<file path="config.mk">
export PLATFORM = sky130hd
export DESIGN_NAME = integration_scheduler
export DESIGN_NICKNAME = d
export VERILOG_FILES = /design/src/rtl/integration_scheduler.sv
export SDC_FILE = /design/constraint.sdc
export NUM_CORES = 1
export LEC_CHECK = 0
export BUFFER_PORTS_ARGS = -buffer_cell sky130_fd_sc_hd__buf_2
export CELL_PAD_IN_SITES_DETAIL_PLACEMENT = 1
export CELL_PAD_IN_SITES_GLOBAL_PLACEMENT = 2
export CORE_ASPECT_RATIO = 0.9
export CORE_UTILIZATION = 30
export CTS_CLUSTER_DIAMETER = 200
export DETAILED_ROUTE_END_ITERATION = 8
export GPL_TIMING_DRIVEN = 0
export PLACE_DENSITY = 0.77
export SLEW_MARGIN = 20
export SYNTH_ARGS = -nofsm -noshare
export SYNTH_HDL_FRONTEND = slang
export SYNTH_SLANG_ARGS = --single-unit
</file>
<file path="constraint.sdc">
create_clock -name clk -period 2.9 [get_ports clk]
set_input_delay 0.29 -clock clk [delete_from_list [all_inputs] [get_ports clk]]
set_output_delay 0.29 -clock clk [all_outputs]
set_load 0.1 [all_outputs]
</file>
<file path="src/rtl/integration_scheduler.sv">
// Integration period sequencer: a free-running period counter issues the
// integration strobe and snapshot command; each snapshot frame is read from
// snapshot memory and serialized as bytes onto a valid/ready UART interface.
module integration_scheduler #(
  parameter int NUM_INPUTS      = 12,
  parameter int NUM_CORRELATORS = NUM_INPUTS * (NUM_INPUTS - 1) / 2,
  parameter int NUM_WORDS       = NUM_INPUTS + NUM_CORRELATORS,
  parameter int RESOLUTION      = 16,
  parameter int PERIOD_WIDTH    = 32,
  parameter int ADDR_WIDTH      = 8
) (
  input  logic                    clk,
  input  logic                    reset,
  input  logic                    enable,
  input  logic [PERIOD_WIDTH-1:0] period,
  output logic                    integration_clk_pulse,
  output logic                    snapshot,
  output logic [ADDR_WIDTH-1:0]   rd_addr,
  input  logic [RESOLUTION-1:0]   rd_data,
  output logic [7:0]              tx_data,
  output logic                    tx_valid,
  input  logic                    tx_ready,
  output logic                    busy,
  output logic                    overrun
);

  localparam int BYTES = RESOLUTION / 8;
  localparam int BCW   = $clog2(BYTES) + 1;
  localparam logic [ADDR_WIDTH-1:0] LAST_WORD = ADDR_WIDTH'(NUM_WORDS - 1);
  localparam logic [BCW-1:0]        LAST_BYTE = BCW'(BYTES - 1);

  // Handshake: a byte moves on any cycle with tx_valid && tx_ready; while
  // tx_valid is high and tx_ready low, tx_data and the FSM state are frozen.
  typedef enum logic [2:0] {
    IDLE, HDR, CNT, RADDR, RWAIT, SEND, SUM
  } state_t;

  state_t                  state, state_next;
  logic [PERIOD_WIDTH-1:0] count, p_reg, p_eff;
  logic [ADDR_WIDTH-1:0]   word_idx;
  logic [BCW-1:0]          byte_cnt;
  logic [RESOLUTION-1:0]   shreg;
  logic [7:0]              checksum, frame_cnt;
  logic                    hs;

  assign p_eff = (period < PERIOD_WIDTH'(2)) ? PERIOD_WIDTH'(2) : period;

  // Period counter runs independently of readout so boundaries never slip.
  always_ff @(posedge clk) begin
    if (reset) begin
      count                 <= '0;
      p_reg                 <= '0;
      integration_clk_pulse <= 1'b0;
    end else begin
      integration_clk_pulse <= 1'b0;
      if (!enable) begin
        count <= '0;
      end else if (count == '0) begin
        p_reg <= p_eff;
        count <= PERIOD_WIDTH'(1);
      end else if (count == p_reg - PERIOD_WIDTH'(1)) begin
        integration_clk_pulse <= 1'b1;
        count                 <= '0;
      end else begin
        count <= count + PERIOD_WIDTH'(1);
      end
    end
  end

  assign busy     = (state != IDLE);
  assign snapshot = integration_clk_pulse && !busy;
  assign tx_valid = (state == HDR) || (state == CNT) || (state == SEND) || (state == SUM);
  assign hs       = tx_valid && tx_ready;
  assign rd_addr  = word_idx;

  always_ff @(posedge clk) begin
    if (reset) begin
      overrun <= 1'b0;
    end else if (integration_clk_pulse && busy) begin
      overrun <= 1'b1;
    end
  end

  always_ff @(posedge clk) begin
    if (reset) begin
      state <= IDLE;
    end else begin
      state <= state_next;
    end
  end

  always_comb begin
    state_next = state;
    tx_data    = 8'h00;
    case (state)
      IDLE:  if (snapshot) state_next = HDR;
      HDR: begin
        tx_data = 8'hA5;
        if (hs) state_next = CNT;
      end
      CNT: begin
        tx_data = frame_cnt;
        if (hs) state_next = RADDR;
      end
      RADDR: state_next = RWAIT;
      RWAIT: state_next = SEND;
      SEND: begin
        tx_data = shreg[RESOLUTION-1 -: 8];
        if (hs && byte_cnt == LAST_BYTE) begin
          state_next = (word_idx == LAST_WORD) ? SUM : RADDR;
        end
      end
      SUM: begin
        tx_data = checksum;
        if (hs) state_next = IDLE;
      end
      default: state_next = IDLE;
    endcase
  end

  always_ff @(posedge clk) begin
    if (reset) begin
      word_idx  <= '0;
      byte_cnt  <= '0;
      shreg     <= '0;
      checksum  <= '0;
      frame_cnt <= '0;
    end else begin
      case (state)
        IDLE: begin
          if (snapshot) begin
            checksum <= '0;
            word_idx <= '0;
          end
        end
        CNT: begin
          if (hs) checksum <= checksum ^ frame_cnt;
        end
        RWAIT: begin
          shreg    <= rd_data;
          byte_cnt <= '0;
        end
        SEND: begin
          if (hs) begin
            checksum <= checksum ^ shreg[RESOLUTION-1 -: 8];
            shreg    <= shreg << 8;
            byte_cnt <= byte_cnt + BCW'(1);
            if (byte_cnt == LAST_BYTE && word_idx != LAST_WORD) begin
              word_idx <= word_idx + ADDR_WIDTH'(1);
            end
          end
        end
        SUM: begin
          if (hs) frame_cnt <= frame_cnt + 8'd1;
        end
        default: ;
      endcase
    end
  end

endmodule

</file>
; Word-level counts from Yosys, hierarchy flattened
; Cells that the tools add are included.
[word_totals]
n_memories = 0
word_cells = 84
latch_bits = 0
register_bits = 111
ramBits = 0
rom_bits = 0
out_inout_bits = 21
in_bits = 52
[classes]
reduce_logical = 24
shift = 0
eq_ne = 17
n_mul = 0
muxes = 23
div = 0
bitwise = 3
magnitude_cmp = 1
n_addsub = 5
[ops]
columns = op, n
row1 = $mux 8, 5
row2 = $add 32x1->32 const B, 1
row3 = $eq 32x32->1, 1
row4 = $logic_not 32->1, 1
row5 = $lt 32x2->1 const B, 1
row6 = $mux 32, 1
row7 = $pmux 16 s2, 1
row8 = $pmux 8 s4, 1
row9 = $sub 32x1->32 const B, 1
row10 = $pmux 8 s3, 1
row11 = $pmux 3 s7, 1
row12 = $mux 3, 6
row13 = $add 8x1->8 const B, 2
row14 = $mux 16, 1
row15 = $pmux 8 s2, 1
row16 = $xor 8x8->8, 2
row17 = $ne 2x2->1 const B, 5
row18 = $eq 3x3->1 const B, 3
row19 = $eq 8x7->1 const B, 1
row20 = $ne 8x7->1 const B, 1
row21 = $reduce_and 4->1, 2
row22 = $eq 3x2->1 const B, 2
row23 = $reduce_and 2->1, 3
row24 = $reduce_bool 3->1, 2
row25 = other kinds (17), 27

; Depth between registers and ports, before layout
[logic_depth]
ltp_word = 8
ltp_mapped = 13
mapped_depth_nobuf = 10

; Worst setup path before layout
; No wires, ideal clock.
[synth_path]
kind = register to register
startpoint = register state[2]
endpoint = register word_idx[5] (netlist: rd_addr[5])
setup_ns = 0.067
required_ns = 2.833
t_arrival_ns = 3.648
slack_ns = -0.814
period_less_slack_ns = 3.714
stages_incl_launch_ff = 10
path_buffers = 1
cell_sequence = dfxtp_1 -> clkbuf_1 -> or3_1 -> nor2_1 -> a41o_1 -> o21a_1 -> and3_1 -> nand4_1 -> xor2_1 -> nor2_1
[synth_via]
word_cells_on_any_way = 18
classes_between = eq/ne: 7 / mux: 1 / reduce/logical: 10
[synth_rtl]
columns = item, line
row1 = from (decl), 38  ; state_t state, state_next;
row2 = from (signal assigned), 88  ; state <= state_next;
row3 = $reduce_bool 3->1, 70  ; assign busy = (state != IDLE);
row4 = net busy, 23  ; output logic busy,
row5 = $logic_not 1->1, 71  ; assign snapshot = integration_clk_pulse && !busy;
row6 = $logic_and 1x1->1, 71
row7 = net snapshot, 17  ; output logic snapshot,
row8 = $ne 2x2->1 (no line), n/a
row9 = $reduce_and 4->1 (no line), n/a
row10 = to (signal assigned), 149  ; word_idx <= word_idx + ADDR_WIDTH'(1);
row11 = to (decl), 40  ; logic [ADDR_WIDTH-1:0] word_idx;
; The timed path passes the listed nets, and every way through them passes these cells.
; A chain may end at the register's enable or synchronous reset.

; Worst setup path in the final report
[layout_path]
startpoint = register p_reg[12]
endpoint = register count[11]
[layout_via]
elab_chain_cells = 3
[layout_rtl]
columns = item, line
row1 = from (decl), 39  ; logic [PERIOD_WIDTH-1:0] count, p_reg, p_eff;
row2 = from (signal assigned), 59  ; p_reg <= p_eff;
row3 = $sub 32x1->32, 61  ; end else if (count == p_reg - PERIOD_WIDTH'(1)) begin
row4 = $eq 32x32->1, 61
row5 = $reduce_or 4->1 (no line), n/a
row6 = to (signal assigned), 65  ; count <= count + PERIOD_WIDTH'(1);
row7 = to (decl), 39
; Every way passes these cells.

==> flow_summary_export.csv <==
group,metric,value,unit
logic_synthesis,synthXorXnorAreaFrac,13.0,%
global_routing,grt_max_degree,21,
worst_setup_path,crit_fanout,8,
pwr,p_leak,2.67,nW
layout,regArea,2230,um2
timing,timing.fmax,0.348,GHz
layout,drive_above_1_share,16.6,%
layout,antennaDiodeCount,0,
logic_synthesis,synth_edf_count,0,
layout,multiInputGateArea,3720,um2
drt,drt-initial-drc-count,283,
logic_synthesis,synth_cells,781,
timing,period_minus_slack,2870,ps
worst_setup_path,endpoint_kind,"register",
drt,vias_per_cell,5.11,
layout,nFillCells,2382,
worst_setup_path,arrival,3100,ps
drt,postRouteAntennaNets,0,
logic_synthesis,synth_area,6070,um2
layout,utilization,37.6,%
cts,clock-sinks,111,
timing,setup_tns,0,ps
floorplan,core,19500,um2
logic_synthesis,yosysWarnings,0,
logic_synthesis,synth_seq_cells,111,
timing,fin_worst_skew,7.27,ps
drt,dr_wl_met3,649,um
floorplan,num_io_pins,73,
logic_synthesis,synth_ff_type,"dfxtp_1",
cts,postCtsHoldBufs,0,
logic_synthesis,synth_top_area_share,36.6,%
status,violations,"design-rule violations",
logic_synthesis,yosysSeqAreaShare,36.6,%
placed_design,dpl.hpwl,14.3,mm
timing,setup_violations,0,
cts,cts_htree_levels,3,
logic_synthesis,yosysUniqueCellTypes,60,
min_path,hold_class,"input port to register",
logic_synthesis,synth.area.mux_share,0.495,%
logic_synthesis,synth_top_area_cell,"dfxtp_1",
logic_synthesis,yosys.area_share.simple,30.1,%
layout,nets,933,
logic_synthesis,synth_top_family_by_area,"simple AND/OR/NAND/NOR gates",
timing,finalMaxSlewViolations,0,
timing,hold_viol,0,
global_routing,grt_pass1_wl,30.2,mm
logic_synthesis,avgSynthCellArea,7.77,um2
layout,syn2layout_area_growth,21.0,%
global_routing,grt_use_total,18.4,%
cts,numCtsBuffers,9,
cts,cts_tree,"yes",
drt,via_count,5770,
global_routing,antenna_found_initial,0,
cts,clkLatencyLatePin,360,ps
drt,drc,2,
drt,met2_length,7.74,mm
job,maxCapViolCount,0,
cts,root_buffer,"clkbuf_16",
floorplan,dieArea,20800,um2
worst_setup_path,critical_path_required,3130,ps
logic_synthesis,post-synth-top-count-cell,"nand2_1",
timing,fin_crit_sh,99.0,%
timing,fin_hold_ws,163,ps
drt,top_layer_used,"met4",
status,status,"finished with violations",
worst_setup_path,critPathKind,"register to register",
floorplan,die_height,137,um
placed_design,gp_congestion,0.786,
global_routing,grt_overflow_total,0,
drt,wl_met1,10.3,mm
logic_synthesis,synth_fa_ha_area_share,1.44,%
logic_synthesis,synth_compound_area_share,13.8,%
logic_synthesis,async_flop_share,0,%
pwr,cellPowerDensity,447,nW/um2
cts,clockBufferDepth,2,
timing,tightest_slew,913,ps
global_routing,grt_pass1_vias,5533,
placed_design,numPortBuffers,71,
placed_design,dp_cells,1102,
drt,wl_per_cell,16.7,um
drt,routed_wl,18.9,mm
floorplan,dieWidth,152,um
pwr,max-vdd-ir-drop,0.000291,V
floorplan,start_util,31.1,%
floorplan,rows,48,
layout,final_cells,1129,
drt,firstDrtPassIters,8,
worst_setup_path,cp-start-kind,"register",
timing,maxSlewHeadroom,39.1,%
timing,rsz0062_at_grt,"yes",
logic_synthesis,syn-num-nets,840,
logic_synthesis,ys_top_cells_by_count,"nand2_1 (138), dfxtp_1 (111), nor2_1 (73)",
logic_synthesis,synthTopCellsByArea,"dfxtp_1 (37%), nand2_1 (8.5%), xnor2_1 (6.9%)",
cts,clk_pin_slew_worst_paths,80,ps
-- routing by layer --
layer / vias up / track usage (%)
li1: 2917 / -
met1: 2749 / 28.1
met2: 93 / 26.7
met3: 11 / 2.69
met4: 0 / 4.59
met5: - / 0
-- kinds of logic after synthesis --
| family | after synthesis |
|---|---|
| and+or+nand+nor | 374 |
| muxes | 3 |
| AOI/OAI and AO/OA | 134 |
| DFF | 111 |
| buffers and inverters | 62 |
| xor gates and xnor gates | 90 |
| adders and majority gates | 7 |
-- metrics by stage --
stage          setup slack [ps]  area (um2)  power [W]
2_1_floorplan             -7.81        6080    0.00188
3_3_place_gp               -309        6740    0.00201
3_5_place_dp               -368        6750    0.00202
4_1_cts                    7.99        7060    0.00330
5_1_grt                   -37.2        7340    0.00344
6_report                   28.1        7340    0.00328
-- cell type report --
class / instances / share of cell area, %
inverter: 17 / 0.869
clock buffer: 9 / 3.07
buffer: 41 / 2.83
sequential: 111 / 30.4
timing repair buffer: 86 / 7.09
tap: 250 / 4.26
multi-input combinational: 608 / 50.6
clock inverter: 7 / 0.869
-- power breakdown --
part           switching [W]  internal [W]
logic               0.000237      0.000200
registers          0.0000495       0.00155
clock network       0.000640      0.000606
-- placed cells by master (no fill, tap or decap), types with 19 or more instances in the layout --
cell,n
a21oi_1,58
buf_2,71
clkbuf_1,32
dfxtp_1,107
nand2_1,137
nand3_1,19
nor2_1,71
nor3_1,32
nor4_1,19
xnor2_1,48
xor2_1,42
-- critical path, cell delays in order, from the launching register on --
cell       delay, ps
dfxtp_4          370
or4_4            560
or2_4            280
or4_4            510
o211ai_1         110
o211ai_1         120
a22oi_2          180
and4_1           220
buf_6            170
clkbuf_16        180
nor3_2            40
-- worst paths after layout --
check / from / depth (start not counted) / end / slack [ps]
max reg2reg: p_reg[12]$_SDFFE_PP0P_ / 10 / count[11]$_SDFF_PP0_ / 30
max: p_reg[12]$_SDFFE_PP0P_ / 10 / count[11]$_SDFF_PP0_ / 30
min: period[15] / 3 / p_reg[15]$_SDFFE_PP0P_ / 160
min reg2reg: shreg[6]$_SDFFE_PP0P_ / 2 / shreg[14]$_SDFFE_PP0P_ / 480
-- timing repair --
action                                  4_1_cts  5_1_grt
endpoints found under the setup margin       42       49
resized for setup                             4       32
setup buffers                                 1       11
hold endpoints to repair                      0        0
gates cloned                                  0        3
pin swaps                                     1       24
Note: power is estimated with default switching activity, not from simulation.
